## src/rtl/fetch_pkg.sv

```systemverilog
// Shared constants and IF/ID payload type for the fetch stage.
package fetch_pkg;

  localparam int unsigned XLEN  = 32;
  localparam int unsigned CNT_W = 16;

  localparam logic [XLEN-1:0] RESET_PC   = XLEN'(32'h0000_0000);
  localparam logic [XLEN-1:0] NOP_INSTR  = XLEN'(32'h0000_0000);
  localparam logic [XLEN-1:0] PC_INC     = XLEN'(32'd4);
  localparam logic [XLEN-1:0] ALIGN_MASK = ~XLEN'(32'd3);

  localparam logic [1:0] JUMP_NONE = 2'd0;
  localparam logic [1:0] JUMP_J    = 2'd1;
  localparam logic [1:0] JUMP_JR   = 2'd2;

  localparam logic [CNT_W-1:0] CNT_MAX = '1;

  typedef struct packed {
    logic [XLEN-1:0] instr;
    logic [XLEN-1:0] pc_plus4;
    logic            valid;
  } ifid_t;

  localparam ifid_t IFID_BUBBLE = '{instr: NOP_INSTR, pc_plus4: '0, valid: 1'b0};

endpackage

```

## src/rtl/next_pc_mux.sv

```systemverilog
// Next-PC priority select: jr > j/jal > taken branch > sequential; result word aligned.
module next_pc_mux
  import fetch_pkg::*;
(
  input  logic [XLEN-1:0] pc,
  input  logic            pcsrc,
  input  logic [1:0]      jump,
  input  logic [XLEN-1:0] branch_target,
  input  logic [XLEN-1:0] jump_target,
  input  logic [XLEN-1:0] jr_target,
  output logic [XLEN-1:0] pc_plus4_c,
  output logic [XLEN-1:0] next_pc_c
);

  logic [XLEN-1:0] sel;

  always_comb begin
    pc_plus4_c = pc + PC_INC;
    sel        = pc_plus4_c;
    if (jump == JUMP_JR)     sel = jr_target;
    else if (jump == JUMP_J) sel = jump_target;
    else if (pcsrc)          sel = branch_target;
    next_pc_c = sel & ALIGN_MASK;
  end

endmodule

```

## src/rtl/fetch_stage_ctrl.sv

```systemverilog
// Fetch stage: PC register, IF/ID pipeline register and optional perf counters.
// Define FETCH_PERF_CNT_EN to build the StallCount/FlushCount counters; otherwise they read 0.
module fetch_stage_ctrl
  import fetch_pkg::*;
(
  input  logic             Clk,
  input  logic             Rst,
  input  logic             PCWrite,
  input  logic             IFIDWrite,
  input  logic             FlushSignal,
  input  logic             PCsrc,
  input  logic [1:0]       Jump,
  input  logic [XLEN-1:0]  BranchTarget,
  input  logic [XLEN-1:0]  JumpTarget,
  input  logic [XLEN-1:0]  JRTarget,
  input  logic [XLEN-1:0]  InstrIn,
  output logic [XLEN-1:0]  PC,
  output logic [XLEN-1:0]  IFIDInstr,
  output logic [XLEN-1:0]  IFIDPCPlus4,
  output logic             IFIDValid,
  output logic [CNT_W-1:0] StallCount,
  output logic [CNT_W-1:0] FlushCount
);

  logic [XLEN-1:0] pc_plus4_c;
  logic [XLEN-1:0] next_pc_c;
  ifid_t           ifid_q;

  next_pc_mux u_next_pc_mux (
    .pc            (PC),
    .pcsrc         (PCsrc),
    .jump          (Jump),
    .branch_target (BranchTarget),
    .jump_target   (JumpTarget),
    .jr_target     (JRTarget),
    .pc_plus4_c    (pc_plus4_c),
    .next_pc_c     (next_pc_c)
  );

  // PC holds on stall; a pending redirect is simply re-presented next cycle.
  always_ff @(posedge Clk) begin
    if (Rst)           PC <= RESET_PC;
    else if (!PCWrite) PC <= next_pc_c;
  end

  // Stall has priority over flush on the IF/ID register.
  always_ff @(posedge Clk) begin
    if (Rst) begin
      ifid_q <= IFID_BUBBLE;
    end else if (!IFIDWrite) begin
      if (FlushSignal) ifid_q <= IFID_BUBBLE;
      else             ifid_q <= '{instr: InstrIn, pc_plus4: pc_plus4_c, valid: 1'b1};
    end
  end

  assign IFIDInstr   = ifid_q.instr;
  assign IFIDPCPlus4 = ifid_q.pc_plus4;
  assign IFIDValid   = ifid_q.valid;

`ifdef FETCH_PERF_CNT_EN
  // Saturating event counters; only effective flushes are counted.
  always_ff @(posedge Clk) begin
    if (Rst) begin
      StallCount <= '0;
      FlushCount <= '0;
    end else begin
      if (PCWrite && (StallCount != CNT_MAX))
        StallCount <= StallCount + CNT_W'(1);
      if (FlushSignal && !IFIDWrite && (FlushCount != CNT_MAX))
        FlushCount <= FlushCount + CNT_W'(1);
    end
  end
`else
  assign StallCount = '0;
  assign FlushCount = '0;
`endif

endmodule

```

## config.mk

```make
export PLATFORM = sky130hd
export DESIGN_NAME = fetch_stage_ctrl
export DESIGN_NICKNAME = d
export VERILOG_FILES = /design/src/rtl/fetch_pkg.sv /design/src/rtl/next_pc_mux.sv /design/src/rtl/fetch_stage_ctrl.sv
export SDC_FILE = /design/constraint.sdc
export NUM_CORES = 1
export LEC_CHECK = 0
export CAP_MARGIN = 20
export CORE_ASPECT_RATIO = 1.5
export CORE_MARGIN = 1.5
export CORE_UTILIZATION = 40
export DETAILED_ROUTE_END_ITERATION = 12
export PLACE_DENSITY_LB_ADDON = 0.25
export SLEW_MARGIN = 10
export SYNTH_ARGS = -nofsm -noshare
export SYNTH_HDL_FRONTEND = slang
export SYNTH_SLANG_ARGS = --single-unit
```

## constraint.sdc

```tcl
create_clock -name Clk -period 2.7 [get_ports Clk]
set_input_delay 0.54 -clock Clk [delete_from_list [all_inputs] [get_ports Clk]]
set_output_delay 0.54 -clock Clk [all_outputs]
set_load 0.02 [all_outputs]
```

==> results.md, run 1 <==
- Reg-to-reg critical path endpoint: IFIDPCPlus4[22]
- Ys flop type: dfxtp_1
- Initial antenna violation count: 0
- Combinational share of power: roughly a quarter
- Hold_buf cts: 0
- Final period demand of the worst path: 2340 ps
- Worst clock skew: between 7 and 8 ps
- Critical path buffer and inverter count: 0
- Placer congestion estimate: between 0.9 and 1
- IR drop worst, VDD: between 0.4 and 0.5 mV
- CP required: 2910 ps
- Crit path launch: PC[3]
- Fin Setup TNS: 0 ps
- Post-CTS Setup Inserts: 0
- CTS tree: yes
- Leading cell types in the layout, fill and taps excluded: 220 x clkdlybuf4s50_1, 93 x dfxtp_1, 82 x nor2_1
- DRT iter0 DRCs: between 300 and 400
- Maximum clock rate: between 0.4 and 0.5 GHz
- Io pins: between 200 and 300
- Net Sw Frac: 28.6%
- Critical Path Fanout Max: 6
- Count of final max-slew check failures: 0
- Number of nets in the layout: about 990
- Setup violators final: 0
- IO buf count: 222
- Deepest clock path buffer count: 2
- PwrDens: 490 nW/um2
- Psw: approximately 1.1 mW
- Number of detailed-route iterations in the first pass: 5
- Setup WS post-layout: between 300 and 400 ps
- Share of layout cells above drive strength 1: 7.50%
- Clock Pin Slew Worst Setup and Hold Paths: about 60 ps
- Unrepaired setup endpoints after global routing: no
- First-pass GRT wire length: roughly 29,000 um
- Synthesis-to-finish area growth: 52.9%
- Initial Utilization: 40.7%
- Reg2Reg Setup Slack: roughly 360 ps
- Ys Warns: 0
- Worst slack, placed: ~220 ps
- Clock power share: between 30 and 40%
- Die H: approximately 140 um
- Num rows: 50
- Hpwl dp: around 15,000 um
- Most common cell after layout, fill and taps aside: clkdlybuf4s50_1
- Syn Area/Cell: between 8 and 9 um2
- Number of global-route vias before repair: about 5,700
- DRT antenna net count: 0
- Max incr delay on CP: 560 ps
- Leakage power: around 2.9 nW
- Critical path depth in cells: 6
- Syn Inst Count: between 600 and 700
- Crit path launch type: register
- #FFs+latches synth: 93
- Crit path arrival time: roughly 2600 ps
- Die width: 94.9 um
- Crit path capture type: register
- Top Family by Delay on Critical Path: simple AND/OR/NAND/NOR gates
- Final routed wire length divided by cell count: approximately 19 um
- Worst flop-to-flop path startpoint: PC[3]
- Fin. Hold Viols: 0
- PostCTS Resize Cnt: 0
- Largest net degree at the start of global routing: 35
- Total power: roughly 3.8 mW
- Max Cap Viol: 0
- Total GRT Usage: 28.3%
- H-tree depth: 3
- Vias: around 5,700
- Clk sinks: 93
- DRC violations left: 0
- GR Overflow Total: 0
- Status: complete, no violations
- N_diodes: 0
- Worst reg-to-reg path cell count: 6
- CTS buffer count: 9
- Distinct cell type count after synthesis: between 60 and 70
- Number of synthesized flops with an enable pin: 0
- Worst path slowest cell: nor4_1
- Final period util: approximately 87%
- Slew headroom: between 50% and 60%
- Vias per cell: 5.64
- Synth async-reset ratio: 0%
- Clock latency on the worst-skew pair: roughly 350 ps
- Setup CP Type: reg -> reg
- WL final: roughly 19,000 um
- Core Box Area: 12,400 um2
- Sequential fraction of design power: between 40% and 50%
- Hold Path Class: reg -> reg
- Seq/Total Area, Yosys: a little under two fifths
- CP endpoint: IFIDPCPlus4[22]
- Area of the mapped netlist: slightly above 5000 um2
- Crit path cell chain: ha_1 -> and4_1 -> nand3_1 -> nor4_1 -> xnor2_1 -> o21ai_0
- Clk root buf: clkbuf_16
- P_int: ~2.7 mW
- Least-Margin Pin Slew: around 700 ps
- Die area: roughly 13,000 um2
==> per-stage QoR <==
| step | area, um2 | hold WS, ps | instances | utilization, % |
|---|---|---|---|---|
| 2_1_floorplan | 5200 | 521 | 666 | - |
| 3_3_place_gp | 7420 | 435 | 993 | 59.6 |
| 3_5_place_dp | 7420 | 433 | 993 | 59.6 |
| 4_1_cts | 7740 | 444 | 1009 | 62.2 |
| 5_1_grt | 7740 | 466 | 1009 | 62.2 |
| 6_report | 7740 | 442 | 1009 | 62.2 |
==> logic make-up after synthesis <==
group	synth area share (%)
and+or+nand+nor	21.8
buffers and inverters	9.88
adders and majority gates	0.247
other	0.0740
AOI/OAI and AO/OA	25.3
xor gates and xnor gates	4.49
muxes	1.43
DFF	36.7
==> area by class of cell <==
cell class	count	area [um2]
clock buffer	14	284
tap	156	195
fill	1136	4700
clock inverter	2	38.8
sequential	93	1860
inverter	12	45.0
multi-input combinational	479	2840
timing repair buffer	253	2480
==> tightest hold or removal path, stage by stage (launching register included) <==
cell,delay [ps]
dfxtp_1,310
nand2_1,50
nand2_1,40
==> layer usage <==
metal,up-vias,part of all wire [%],GRT usage [%]
met5,-,0,0
met4,0,4.3,16.1
met3,56,9.2,5.99
met2,300,51,50.8
met1,2674,35,29.6
li1,2657,-,-
==> flip-flops by register name, summed over array words and instances, names as in the netlist <==
| register | cells |
|---|---|
| IFIDInstr | 32 |
| IFIDPCPlus4 | 30 |
| PC | 30 |
| IFIDValid | 1 |
==> worst min-delay path by stage <==
stage	slack [ps]	depth (start not counted)	startpoint	end
6_report	440	2	IFIDPCPlus4[16]	IFIDPCPlus4[16]
5_1_grt	470	2	IFIDPCPlus4[26]	IFIDPCPlus4[26]
4_1_cts	440	2	IFIDPCPlus4[16]	IFIDPCPlus4[16]
3_5_place_dp	430	2	IFIDPCPlus4[16]	IFIDPCPlus4[16]
3_3_place_gp	430	2	IFIDPCPlus4[22]	IFIDPCPlus4[22]
2_1_floorplan	520	2	IFIDPCPlus4[16]	IFIDPCPlus4[16]
==> power by group through the flow <==
| stage | Sequential (mW) | Combinational [mW] | Clock [mW] |
|---|---|---|---|
| final | 1.53 | 0.900 | 1.37 |
| after global routing | 1.53 | 0.959 | 1.42 |
| after CTS | 1.53 | 0.897 | 1.38 |
| after detailed placement | 1.56 | 0.891 | 0 |
| after global placement | 1.55 | 0.878 | 0 |
| after floorplan | 1.62 | 0.389 | 0 |
==> synth_stat cells (8+ instances only) <==
cell type / count / area (um2)
buf_1: 10 / 37.5
dfxtp_1: 93 / 1860
nor4_1: 11 / 68.8
a21oi_1: 35 / 175
nor3_1: 13 / 65.1
nand3_1: 8 / 40.0
nand2_1: 55 / 206
xnor2_1: 22 / 193
o31ai_1: 10 / 75.1
a22oi_1: 39 / 293
inv_1: 12 / 45.0
buf_4: 37 / 278
nor2_1: 83 / 312
nand4_1: 8 / 50.1
clkbuf_1: 33 / 124
o21ai_0: 32 / 160
No activity file was read; power rests on OpenSTA's default activity.
==> run 2: changes to the inputs <==
--- a/config.mk
+++ b/config.mk
@@ -6,12 +6,13 @@
 export NUM_CORES = 1
 export LEC_CHECK = 0
 export CAP_MARGIN = 20
-export CORE_ASPECT_RATIO = 1.5
+export CORE_ASPECT_RATIO = 0.8
 export CORE_MARGIN = 1.5
-export CORE_UTILIZATION = 40
+export CORE_UTILIZATION = 44
 export DETAILED_ROUTE_END_ITERATION = 12
 export PLACE_DENSITY_LB_ADDON = 0.25
 export SLEW_MARGIN = 10
 export SYNTH_ARGS = -nofsm -noshare
 export SYNTH_HDL_FRONTEND = slang
+export SYNTH_HIERARCHICAL = 1
 export SYNTH_SLANG_ARGS = --single-unit
==> constraint.sdc (replaced) <==
create_clock -name Clk -period 2.7 [get_ports Clk]
set_input_delay 0.54 -clock Clk [delete_from_list [all_inputs] [get_ports Clk]]
set_output_delay 0.54 -clock Clk [all_outputs]
set_load 0.1 [all_outputs]
==> results.md, run 2 <==
- Worst slack, placed: 335 ps (was 223 ps)
- Maximum clock rate: 0.450 GHz (was 0.427 GHz)
- PwrDens: 498 nW/um2 (was 490 nW/um2)
- Met2 usage: 37.6% (was 50.8%)
- Placer congestion estimate: 0.821 (was 0.987)
- Num rows: 39 (was 50)
- Number of nets in the layout: 1,091 (was 985)
- Utilization after layout: 60.2% (was 62.2%)
- Worst path slowest cell: nor4_4 (was nor4_1)
- CP required: 2940 ps (was 2910 ps)
- Setup WS post-layout: 479 ps (was 360 ps)
- Synthesis-to-finish area growth: 33.2% (was 52.9%)
- Io pins: 265 (unchanged)
- Crit path launch: PC[12] (was PC[3])
- Clock latency on the worst-skew pair: 350 ps (about the same)
- Max incr delay on CP: 550 ps (was 560 ps)
- Hold_buf cts: 0 (unchanged)
- Unrepaired setup endpoints after global routing: no (unchanged)
- Final routed wire length divided by cell count: 16.1 um (was 19.1 um)
- Number of synthesized flops with an enable pin: 0 (unchanged)
- Syn Inst Count: 764 (was 631)
- Ranking of synthesized cells by area: dfxtp_1 30%, o22ai_2 12%, nand2_1 7.0% (was dfxtp_1 37%, nor2_1 6.1%, a22oi_1 5.8%)
- Initial Utilization: 45.2% (was 40.7%)
- Crit path capture type: register (unchanged)
- Deepest clock path buffer count: 2 (unchanged)
- Vias: 5,905 (was 5,687)
- CTS buffer count: 9 (unchanged)
- Share of layout cells above drive strength 1: 22.9% (was 7.50%)
- Worst clock skew: 8.25 ps (was 7.45 ps)
- GRT met1 Usage: 31.7% (was 29.6%)
- Vias per cell: 5.17 (was 5.64)
- Distinct cell type count after synthesis: 55 (was 64)
- Die width: 138 um (was 94.9 um)
- DP Cell Count: 1,127 (was 993)
- DRC violations left: 0 (unchanged)
- Leading cell types in the layout, fill and taps excluded: 123 x clkdlybuf4s50_1, 120 x nand2_1, 109 x buf_4 (was 220 x clkdlybuf4s50_1, 93 x dfxtp_1, 82 x nor2_1)
- Syn Area/Cell: 8.45 um2 (was 8.03 um2)
- CTS tree: yes (unchanged)
- Die area: 15,400 um2 (was 13,400 um2)
- Synth async-reset ratio: 0% (unchanged)
- Crit path cell chain: nand3_2 -> nor4_4 -> nand4_1 -> xnor2_2 -> o221a_1 -> mux2i_1 -> nor2_1 (was ha_1 -> and4_1 -> nand3_1 -> nor4_1 -> xnor2_1 -> o21ai_0)
- DRT antenna net count: 0 (unchanged)
- Fin Setup TNS: 0 ps (unchanged)
- Clk sinks: 97 (was 93)
- PostCTS Resize Cnt: 0 (unchanged)
- Met3 usage: 6.84% (was 5.99%)
- Initial antenna violation count: 1 (was 0)
- Worst flop-to-flop path startpoint: PC[12] (was PC[3])
- Hold Path Class: reg -> reg (unchanged)
- Crit path launch type: register (unchanged)
- Ys Warns: 6 (was 0)
- Count of final max-slew check failures: 0 (unchanged)
- Most common cell after layout, fill and taps aside: clkdlybuf4s50_1 (unchanged)
- Area of the mapped netlist: 6460 um2 (was 5070 um2)
- FF/Latch Area: 1950 um2 (was 1860 um2)
- Clock Pin Slew Worst Setup and Hold Paths: 70 ps (was 60 ps)
- Setup violators final: 0 (unchanged)
- Busiest grt layer: met2 (unchanged)
- Max Cap Viol: 0 (unchanged)
- First-pass GRT wire length: 29,600 um (was 29,000 um)
- Ys flop type: dfxtp_1 (unchanged)
- Total GRT Usage: 23.6% (was 28.3%)
- Non-Filler Instances: 1,143 (was 1,009)
- Status: complete, no violations (unchanged)
- Slew headroom: 51.9% (was 54.5%)
- Number of global-route vias before repair: 5,606 (was 5,694)
- Crit path arrival time: 2460 ps (was 2550 ps)
- Yosys top cell by area: dfxtp_1 (unchanged)
- Clk root buf: clkbuf_16 (unchanged)
- Area of the multi-input gates: 3940 um2 (was 2840 um2)
- Hold WS: 466 ps (was 442 ps)
- Post-synth top area share: 30.1% (was 36.7%)
- Most common cell in the netlist: nand2_1 (was dfxtp_1)
- Final period demand of the worst path: 2220 ps (was 2340 ps)
- Final period util: 82.3% (was 86.7%)
- Largest net degree at the start of global routing: 74 (was 35)
- GR Overflow Total: 0 (unchanged)
- Setup CP Type: reg -> reg (unchanged)
- N_diodes: 0 (unchanged)
- Number of detailed-route iterations in the first pass: 5 (unchanged)
- DRT iter0 DRCs: 345 (was 311)
- Critical Path Fanout Max: 11 (was 6)
- H-tree depth: 3 (unchanged)
- Least-Margin Pin Slew: 717 ps (was 682 ps)
- IO buf count: 226 (was 222)
- Die H: 111 um (was 141 um)
- Hpwl dp: 13,300 um (was 14,500 um)
- Seq/Total Area, Yosys: 30.1% (was 36.7%)
- IR drop worst, VDD: 0.372 mV (was 0.419 mV)
- # fillers: 1,328 (was 1,136)
- Worst hold path startpoint: IFIDValid (was IFIDPCPlus4[16])
- Core Box Area: 14,300 um2 (was 12,400 um2)
- Post-synth top cells: 120 x nand2_1, 97 x dfxtp_1, 64 x nand2b_1 (was 93 x dfxtp_1, 83 x nor2_1, 55 x nand2_1)
- #FFs+latches synth: 97 (was 93)
- Fin. Hold Viols: 0 (unchanged)
- Leakage power: 3.52 nW (was 2.91 nW)
- Post-CTS Setup Inserts: 0 (unchanged)
- WL final: 18,400 um (was 19,200 um)
## run 2: where the power goes
group	leakage (nW)	internal, mW	total (mW)	switching [mW]
logic	2.60	0.471	1.51	1.04
registers	0.793	1.50	1.58	0.0788
clock network	0.130	0.625	1.20	0.574
total	3.52	2.59	4.29	1.69
## run 2: per-layer routing
| layer | share of wire [%] | vias to the layer above |
|---|---|---|
| li1 | - | 2961 |
| met1 | 47 | 2741 |
| met2 | 45 | 180 |
| met3 | 7.1 | 21 |
| met4 | 1.5 | 2 |
| met5 | 0.071 | - |
## run 2: layout make-up
| cell class | count | area share, % |
|---|---|---|
| multi-input cells | 592 | 45.7 |
| repair buffers | 243 | 25.4 |
| flip-flops and latches | 97 | 22.6 |
| clock buffers | 11 | 2.71 |
| well taps | 184 | 2.68 |
| inverters | 11 | 0.480 |
| clock inverters | 5 | 0.364 |
## run 2: path summary, 6_finish.rpt
check	to	slack [ps]	cells after the start
worst min register to register	IFIDValid	470	2
worst min-delay path	IFIDValid	470	2
worst max register to register	PC[27]	480	7
worst max-delay path	PC[27]	480	7
## run 2: logic make-up (layout without fill, tap and decap cells)
group	count (synthesis)	after routing	synth area share, %
DFF	97	97	30.1
and+or+nand+nor	310	310	24.3
other	2	34	0.116
buffers and inverters	107	270	10.9
AOI/OAI and AO/OA	173	173	22.8
muxes	47	47	7.36
xor gates and xnor gates	27	27	4.24
adders and majority gates	1	1	0.194
## run 2: critical path, delay by kind of cell, from the launching register on
| kind | cells | cell delay [ps] |
|---|---|---|
| and+or+nand+nor | 4 | 1120 |
| DFF | 1 | 440 |
| muxes | 1 | 120 |
| AOI/OAI and AO/OA | 1 | 220 |
| xor gates and xnor gates | 1 | 210 |
## run 2: per-stage QoR
step	total power [mW]	area [um2]
4_1_cts	4.33	8600
2_1_floorplan	2.76	6580
3_5_place_dp	3.12	8340
6_report	4.29	8600
5_1_grt	4.49	8600
3_3_place_gp	3.11	8340
